===== src/rtl/vm_pkg.sv =====
// Shared types for the coin_scheduler front end of vending_machine.
package vm_pkg;

  localparam int unsigned COIN_W = 2;

  typedef enum logic [COIN_W-1:0] {
    NONE    = 2'd0,
    NICKEL  = 2'd1,
    DIME    = 2'd2,
    QUARTER = 2'd3
  } coin_e;

  typedef enum logic [1:0] {
    IDLE     = 2'd0,
    ISSUE    = 2'd1,
    GAP      = 2'd2,
    DISPENSE = 2'd3
  } sched_state_e;

  // One-hot {quarter,dime,nickel} view of a queued coin.
  function automatic logic [2:0] coin_onehot(input coin_e c);
    logic [2:0] oh;
    case (c)
      NICKEL:  oh = 3'b001;
      DIME:    oh = 3'b010;
      QUARTER: oh = 3'b100;
      default: oh = 3'b000;
    endcase
    return oh;
  endfunction

endpackage


===== src/rtl/coin_scheduler_fifo.sv =====
// Coin queue: three prioritised write ports (port 0 first), one read port.
// Space is judged on the level at the start of the cycle only.
module coin_fifo
  import vm_pkg::*;
#(
  parameter  int unsigned DEPTH = 4,
  localparam int unsigned LVL_W = $clog2(DEPTH + 1)
) (
  input  logic                   clk,
  input  logic                   rst,
  input  logic [2:0]             wr_valid,
  input  logic [2:0][COIN_W-1:0] wr_coin,
  input  logic                   rd_en,
  output coin_e                  rd_coin_c,
  output logic [LVL_W-1:0]       level,
  output logic [2:0]             accept_c
);

  localparam int unsigned PTR_W = $clog2(DEPTH);
  localparam int unsigned SUM_W = PTR_W + 2;

  coin_e            mem_q [DEPTH];
  coin_e            mem_d [DEPTH];
  logic [PTR_W-1:0] wr_ptr_q, wr_ptr_d;
  logic [PTR_W-1:0] rd_ptr_q, rd_ptr_d;
  logic [LVL_W-1:0] level_q, level_d;
  logic [LVL_W-1:0] free_c, n_acc_c;
  logic             pop_c;

  // Modulo-DEPTH pointer advance; n never exceeds DEPTH so one subtract suffices.
  function automatic logic [PTR_W-1:0] ptr_add(input logic [PTR_W-1:0] p,
                                                input logic [1:0] n);
    logic [SUM_W-1:0] s;
    s = SUM_W'(p) + SUM_W'(n);
    if (s >= SUM_W'(DEPTH)) s = s - SUM_W'(DEPTH);
    return PTR_W'(s);
  endfunction

  always_comb begin
    mem_d    = mem_q;
    accept_c = '0;
    n_acc_c  = '0;
    free_c   = LVL_W'(DEPTH) - level_q;
    pop_c    = rd_en && (level_q != '0);
    for (int p = 0; p < 3; p++) begin
      if (wr_valid[p] && (n_acc_c < free_c)) begin
        accept_c[p] = 1'b1;
        mem_d[ptr_add(wr_ptr_q, 2'(n_acc_c))] = coin_e'(wr_coin[p]);
        n_acc_c = n_acc_c + LVL_W'(1);
      end
    end
    wr_ptr_d = ptr_add(wr_ptr_q, 2'(n_acc_c));
    rd_ptr_d = pop_c ? ptr_add(rd_ptr_q, 2'd1) : rd_ptr_q;
    level_d  = level_q + n_acc_c - LVL_W'(pop_c);
  end

  always_ff @(posedge clk or posedge rst) begin
    if (rst) begin
      for (int i = 0; i < DEPTH; i++) mem_q[i] <= NONE;
      wr_ptr_q <= '0;
      rd_ptr_q <= '0;
      level_q  <= '0;
    end else begin
      mem_q    <= mem_d;
      wr_ptr_q <= wr_ptr_d;
      rd_ptr_q <= rd_ptr_d;
      level_q  <= level_d;
    end
  end

  assign rd_coin_c = mem_q[rd_ptr_q];
  assign level     = level_q;

endmodule


===== src/rtl/coin_scheduler.sv =====
// Queues raw coin-sensor pulses and replays them to vending_machine as spaced
// one-hot pulses, holding off issue while a soda dispenses.
module coin_scheduler
  import vm_pkg::*;
#(
  parameter  int unsigned FIFO_DEPTH      = 4,
  parameter  int unsigned GAP_CYCLES      = 1,
  parameter  int unsigned DISPENSE_CYCLES = 8,
  localparam int unsigned LVL_W           = $clog2(FIFO_DEPTH + 1)
) (
  input  logic             clk,
  input  logic             rst,
  input  logic             in_nickel,
  input  logic             in_dime,
  input  logic             in_quarter,
  output logic             vm_nickel,
  output logic             vm_dime,
  output logic             vm_quarter,
  input  logic             vm_soda,
  input  logic [2:0]       vm_change,
  output logic             dispense_busy,
  output logic [2:0]       last_change,
  output logic [2:0]       coin_reject,
  output logic [LVL_W-1:0] fifo_level
);

  localparam int unsigned CNT_MAX = (GAP_CYCLES > DISPENSE_CYCLES) ? GAP_CYCLES : DISPENSE_CYCLES;
  localparam int unsigned CNT_W   = $clog2(CNT_MAX + 1);

  sched_state_e           state_q, state_d;
  logic [CNT_W-1:0]       cnt_q, cnt_d;
  logic [2:0]             vm_q, vm_d;
  logic                   busy_q, busy_d;
  logic [2:0]             last_change_q, last_change_d;
  logic [2:0]             reject_q, reject_d;

  logic [2:0]             wr_valid_c;
  logic [2:0][COIN_W-1:0] wr_coin_c;
  logic [2:0]             accept_c;
  coin_e                  head_c;
  logic                   pop_c;
  logic                   soda_take_c;
  logic [LVL_W-1:0]       level;

  // Port 0 has priority: quarter, then dime, then nickel.
  assign wr_valid_c   = {in_nickel, in_dime, in_quarter};
  assign wr_coin_c[0] = COIN_W'(QUARTER);
  assign wr_coin_c[1] = COIN_W'(DIME);
  assign wr_coin_c[2] = COIN_W'(NICKEL);

  coin_fifo #(.DEPTH(FIFO_DEPTH)) u_fifo (
    .clk       (clk),
    .rst       (rst),
    .wr_valid  (wr_valid_c),
    .wr_coin   (wr_coin_c),
    .rd_en     (pop_c),
    .rd_coin_c (head_c),
    .level     (level),
    .accept_c  (accept_c)
  );

  assign soda_take_c = vm_soda && (state_q != DISPENSE);

  always_ff @(posedge clk or posedge rst) begin
    if (rst) begin
      state_q       <= IDLE;
      cnt_q         <= '0;
      vm_q          <= '0;
      busy_q        <= 1'b0;
      last_change_q <= '0;
      reject_q      <= '0;
    end else begin
      state_q       <= state_d;
      cnt_q         <= cnt_d;
      vm_q          <= vm_d;
      busy_q        <= busy_d;
      last_change_q <= last_change_d;
      reject_q      <= reject_d;
    end
  end

  // Next state; a soda seen outside lockout overrides every other exit.
  always_comb begin
    state_d = state_q;
    cnt_d   = cnt_q;
    case (state_q)
      IDLE: begin
        if (level != '0) state_d = ISSUE;
      end
      ISSUE: begin
        if (GAP_CYCLES > 0) begin
          state_d = GAP;
          cnt_d   = CNT_W'(GAP_CYCLES - 1);
        end else begin
          state_d = IDLE;
        end
      end
      GAP, DISPENSE: begin
        if (cnt_q == '0) state_d = IDLE;
        else             cnt_d   = cnt_q - CNT_W'(1);
      end
      default: state_d = IDLE;
    endcase
    if (soda_take_c) begin
      state_d = DISPENSE;
      cnt_d   = CNT_W'(DISPENSE_CYCLES - 1);
    end
  end

  // A soda seen in IDLE leaves the head coin queued for after the lockout.
  always_comb begin
    pop_c         = (state_q == IDLE) && (level != '0) && !vm_soda;
    vm_d          = pop_c ? coin_onehot(head_c) : 3'b000;
    busy_d        = (state_d == DISPENSE);
    last_change_d = soda_take_c ? vm_change : last_change_q;
    reject_d      = {in_quarter & ~accept_c[0],
                     in_dime    & ~accept_c[1],
                     in_nickel  & ~accept_c[2]};
  end

  assign vm_quarter    = vm_q[2];
  assign vm_dime       = vm_q[1];
  assign vm_nickel     = vm_q[0];
  assign dispense_busy = busy_q;
  assign last_change   = last_change_q;
  assign coin_reject   = reject_q;
  assign fifo_level    = level;

endmodule

===== config.mk =====
export PLATFORM = sky130hd
export DESIGN_NAME = coin_scheduler
export DESIGN_NICKNAME = d
export VERILOG_FILES = /design/src/rtl/vm_pkg.sv /design/src/rtl/coin_scheduler_fifo.sv /design/src/rtl/coin_scheduler.sv
export SDC_FILE = /design/constraint.sdc
export NUM_CORES = 1
export LEC_CHECK = 0
export CORE_MARGIN = 2
export CORE_UTILIZATION = 40
export DETAILED_ROUTE_END_ITERATION = 12
export GPL_ROUTABILITY_DRIVEN = 0
export PLACE_DENSITY_LB_ADDON = 0.15
export SYNTH_ARGS = -nofsm -noshare
export SYNTH_HDL_FRONTEND = slang
export SYNTH_SLANG_ARGS = --single-unit

===== constraint.sdc =====
create_clock -name clk -period 5.3 [get_ports clk]
set_input_delay 0.795 -clock clk [delete_from_list [all_inputs] [get_ports clk]]
set_output_delay 0.795 -clock clk [all_outputs]
set_load 0.01 [all_outputs]

Word level (Yosys, flattened, before mapping)

Index checks and enable logic that the tools add are counted.

Register bits after elaboration: 31
Bits in latches: 0
RAM bits: 0
ROM bits: 0
Bits of input ports: 9
Output and inout port bits: 13
Word-level logic and storage cells: 121
Memories kept: 0

Add/subtract/negate cells: 15
$mul: 0
Divide/modulo/power cells: 0
Order comparisons: 15
Equal/unequal tests: 9
Shift operators: 0
Multiplexer cells: 35
Bitwise operators: 17
Reduce and logical (&&, ||, !) cells: 17

Operator list:

| kind                  | count |
|---|---|
| $mux W2               | 16 |
| $ge A3 B3 Y1 const B  | 8 |
| $mux W8               | 3 |
| $demux W2 S2          | 3 |
| $not A2 Y3            | 4 |
| $eq A2 B2 Y1 const B  | 5 |
| $logic_and A1 B1 Y1   | 10 |
| $sub A2 B1 Y2 const B | 5 |
| $lt A3 B1 Y1 const B  | 3 |
| $mux W3               | 3 |
| $pmux W3 S3           | 1 |
| $and A4 B4 Y4         | 2 |
| $mux W4               | 2 |
| $not A4 Y4            | 2 |
| $or A4 B4 Y4          | 2 |
| $or A8 B8 Y8          | 1 |
| $pmux W4 S2           | 1 |
| $add A2 B2 Y3         | 2 |
| $pmux W2 S3           | 1 |
| $reduce_bool A3 Y1    | 2 |
| $bmux W2 S2           | 1 |
| $eq A2 B1 Y1 const B  | 2 |
| $logic_not A4 Y1      | 1 |
| $mux W1               | 4 |
| other kinds (20)      | 24 |

Depth between registers and ports, before layout

Word-level depth: 19
Gate-level depth with buffers: 16

Modules after synthesis

From an unflattened synthesis, not the netlist that was laid out.

Cell total of the unflattened synthesis: 194
Area total of the unflattened synthesis: 2058.2 µm²

Modules (own cells, without submodules):

| module         | instances | cells each | area an instance (µm²) |
|---|---|---|---|
| coin_fifo      | 1         | 133        | 1356.3 |
| coin_scheduler | 1         | 61         | 701.9 |

Worst setup path before layout

No wires, ideal clock.

Path kind: reg-to-reg
Start: reg u_fifo.level_q[0] (netlist: u_fifo.level[0])
End: reg u_fifo.level_q[2] (netlist: u_fifo.level[2])
Arrival: 3830 ps
Path slack: 1347 ps
Stages on the path, launching flop included: 15
Buffers on the path: 0
Period minus slack after synthesis: 3953 ps
Cell sequence: dfrtp_1 -> inv_1 -> ha_1 -> ha_1 -> nor3b_2 -> nor2b_1 -> ha_1 -> nand2b_1 -> a311o_1 -> a32oi_2 -> ha_1 -> fa_1 -> xor2_1 -> xnor2_1 -> xnor2_1

Word-level cells in the longest chain between the ends: 12
Elaborated cells on any way between the ends: 18

RTL lines:

| element                     | line                      | source |
|---|---|---|
| from (decl)                 | coin_scheduler_fifo.sv:26 | `logic [LVL_W-1:0] level_q, level_d;` |
| from (signal assigned)      | coin_scheduler_fifo.sv:67 | `level_q <= level_d;` |
| $sub A3 B3 Y3               | coin_scheduler_fifo.sv:43 | `free_c = LVL_W'(DEPTH) - level_q;` |
| $lt A1 B3 Y1                | coin_scheduler_fifo.sv:46 | `if (wr_valid[p] && (n_acc_c < free_c)) begin` |
| $logic_and A1 B1 Y1         | coin_scheduler_fifo.sv:46 |  |
| $mux W1                     | coin_scheduler_fifo.sv:46 |  |
| $lt A1 B3 Y1                | coin_scheduler_fifo.sv:46 |  |
| $logic_and A1 B1 Y1         | coin_scheduler_fifo.sv:46 |  |
| $mux W3                     | coin_scheduler_fifo.sv:46 |  |
| $lt A3 B3 Y1                | coin_scheduler_fifo.sv:46 |  |
| $logic_and A1 B1 Y1         | coin_scheduler_fifo.sv:46 |  |
| $mux W3                     | coin_scheduler_fifo.sv:46 |  |
| $add A3 B3 Y3               | coin_scheduler_fifo.sv:54 | `level_d = level_q + n_acc_c - LVL_W'(pop_c);` |
| $sub A3 B1 Y3 (*)           | coin_scheduler_fifo.sv:54 |  |
| named net u_fifo.level_d[2] | coin_scheduler_fifo.sv:26 |  |

The timed path passes the listed nets; every way through them passes the cells marked *.
A chain may end at the register's enable or synchronous reset.

Worst setup path in the final report

Same ends and word-level chain as after synthesis.

==> run metrics <==
DRT Pass-1 Iters=4; async set-reset flop share out of synthesis=100%; WP data arrival=4.47 ns; number of buffers created by CTS=5; CP Class=flip-flop to flip-flop; Die Y=a little under 70 um; Remaining Overflow, GRT=0; endpoints failing setup=0; CTS tree=done; DR WL/cell=14.4 um; Routed Antenna Nets=0; Via-to-Cell Ratio=~5.2; DRC=0; outcome=finished, final reports clean; area grow syn2layout=22.4%; WP data required=5.51 ns; Post-Synthesis Cells=around 160; Register Area=a little under 800 um2; Final HPWL DP=2490 um; Post-synth EDFFs=0; final count of hold timing violations=0; Hold Crit Class=flip-flop to flip-flop; GR peak layer=met2; Max Fclk=approximately 0.23 GHz; DRT iter0 DRCs=63; Worst Setup End Kind=flip-flop; Cell Pwr Density=between 700 and 800 nW/um2; synth top area cells=dfrtp_1 45%, ha_1 8.8%, xnor2_1 4.6%, inv_1 3.5%, mux2_2 2.6%; CTS Root Cell=clkbuf_8; final slew viol count=0; final WL=roughly 3400 um; crit path max fanout=8; via count=1218; # Post-CTS Setup Buffers=0; first-pass GRT wire length=5830 um; GR Util met3=4.51%; CP startpoint kind=flip-flop; total die area=between 4000 and 5000 um2; area of the core=slightly above 4000 um2; area fraction of the dominant cell type after synthesis=roughly 45%; #FFs+latches synth=31; ys flop type=dfrtp_1; hold-fix buffer count after cts=0; area occupied by multi-input gates=between 800 and 900 um2; Antenna diodes=0; Area after DPL=just under 2000 um2; Chip Width=just under 70 um; Max-Slew Margin vs Limit=roughly two thirds; RSZ-0062 raised after global routing=false; cell area after synthesis=about 1700 um2; leading area contributor after synthesis=dfrtp_1; vias in the first global route=~1200; I/O Pins=22; total of max-cap violations=0; row count=23; clk_skew=0.00231 ns; effective utilization at floorplan=42.2%; met1 Usage GRT=21.0%; period utilization=between 80% and 90%; P_leak=roughly 0.92 nW; Min Clock Period, post-route=4.26 ns; initial antenna violation count=0; fin area=2090 um2; final net count=204; register area share after synthesis=~45%; Sink Count=31; largest net degree at the start of global routing=32; fill count=approximately 350; clk buf depth=2; H-tree Lvls=2; post-synth cell types=39; syn_nets=between 150 and 200; Worst-path clk slew=roughly 0.07 ns; Yosys warning total=0; # resized after CTS=0; All-Layer GR Usage=15.4%; Fin Setup TNS=0 ns; Tightest Pin Transition=between 0.4 and 0.5 ns; I/O Buffers=21; clk_lat worst skew=between 0.2 and 0.3 ns; met2 usage=between 20% and 30%; Peak VDD IR=between 0.3 and 0.4 mV; share of cells above drive strength 1=about an eighth; Syn Area/Cell=around 11 um2
-- path summary, 6_finish.rpt --
check / slack (ns) / endpoint / from / cells past startpoint
setup / recovery: 1.04 / u_fifo.level[2] / u_fifo.level[0] / 14
hold / removal: 0.52 / last_change[0] / last_change[0] / 1
setup reg to reg: 1.04 / u_fifo.level[2] / u_fifo.level[0] / 14
hold reg to reg: 0.52 / last_change[0] / last_change[0] / 1
max in group asynchronous: 4.11 / u_fifo.level[0] / rst / 3
min in group asynchronous: 0.90 / last_change[2] / rst / 3
-- state kept, by name, summed over array words and instances, names as in the netlist --
signal and flops:
u_fifo.rd_ptr_q 2, cnt_q 4, u_fifo.mem_q 8, coin_reject 3, u_fifo.level 3, state_q 2, dispense_busy 1, u_fifo.wr_ptr_q 2
vm_q 3, last_change 3
-- layout by cell type, fill, tap and decap left out, types with 2 or more instances in the layout --
cell / instances
mux4_2: 2
a31oi_1: 3
inv_1: 16
dfrtp_1: 31
ha_1: 12
or2_2: 2
nor3b_1: 2
nor4b_1: 2
o211ai_1: 2
o22ai_1: 2
mux2_2: 4
o32a_1: 2
clkdlybuf4s50_1: 21
o31a_1: 2
and3_1: 6
a21oi_1: 3
nor2_1: 4
clkbuf_8: 5
nor3_1: 4
nor2b_1: 3
xnor2_1: 9
nand2_1: 6
o21ai_0: 8
nand3_1: 5
xor2_1: 5
nand2b_1: 4
-- worst max-delay path: stages (launching register included) --
cell and delay [ns]:
dfrtp_1 0.45, inv_1 0.10, ha_1 0.20, ha_1 0.39
nor3b_2 0.23, nor2b_1 0.39, ha_1 0.36, nand2b_1 0.26
a311o_1 0.40, a32oi_2 0.20, ha_1 0.29, fa_1 0.44
xor2_1 0.16, xnor2_1 0.18, xnor2_1 0.13
-- logic make-up after synthesis --
group                      Yosys count  share of synthesized area (%)
AOI/OAI and AO/OA                   27                           12.1
xor gates and xnor gates            14                           7.17
adders and majority gates           13                           9.95
buffers and inverters               19                           4.32
DFF                                 31                           45.4
muxes                                6                           5.27
and+or+nand+nor                     45                           15.8
-- stage by stage --
step / util (%) / instances / setup slack [ns] / power, mW / hold WS (ns)
floorplan: - / 155 / 1.35 / 1.06 / 0.471
global placement: 48.8 / 225 / 1.14 / 1.25 / 0.486
detailed placement: 48.8 / 225 / 1.02 / 1.28 / 0.503
CTS: 51.6 / 233 / 1.02 / 1.53 / 0.519
global route: 51.6 / 233 / 0.719 / 1.65 / 0.533
finish: 51.6 / 233 / 1.04 / 1.51 / 0.515
-- per-layer routing --
metal | vias up | part of all wire (%) | wire length, um
met1 | 577 | 49 | 1630
met5 | - | 0 | 0
met4 | 0 | 2.0 | 66
met2 | 29 | 45 | 1520
li1 | 606 | - | -
met3 | 6 | 4.0 | 135
-- cell usage after synthesis, drive strengths merged, types with 3 or more instances --
master	instances
inv	17
ha	12
dfrtp	31
nor2b	3
nor3	5
mux2	4
nor2	4
nand3	5
xor2	5
o21ai	8
a21oi	3
nand2b	4
a31oi	3
xnor2	9
nand2	6
nor3b	3
and3	6
-- cell type report --
cell class	count	area share [%]
multi-input cells	105	41.1
flip-flops and latches	31	37.1
repair buffers	22	10.4
clock buffers	5	3.29
inverters	17	3.05
well taps	50	2.99
clock inverters	3	2.09
-- power by group --
group / switching [mW] / internal, mW
sequential: 0.0981 / 0.349
combinational: 0.416 / 0.415
clock: 0.0933 / 0.140
Note: power is estimated with default switching activity, not from simulation.
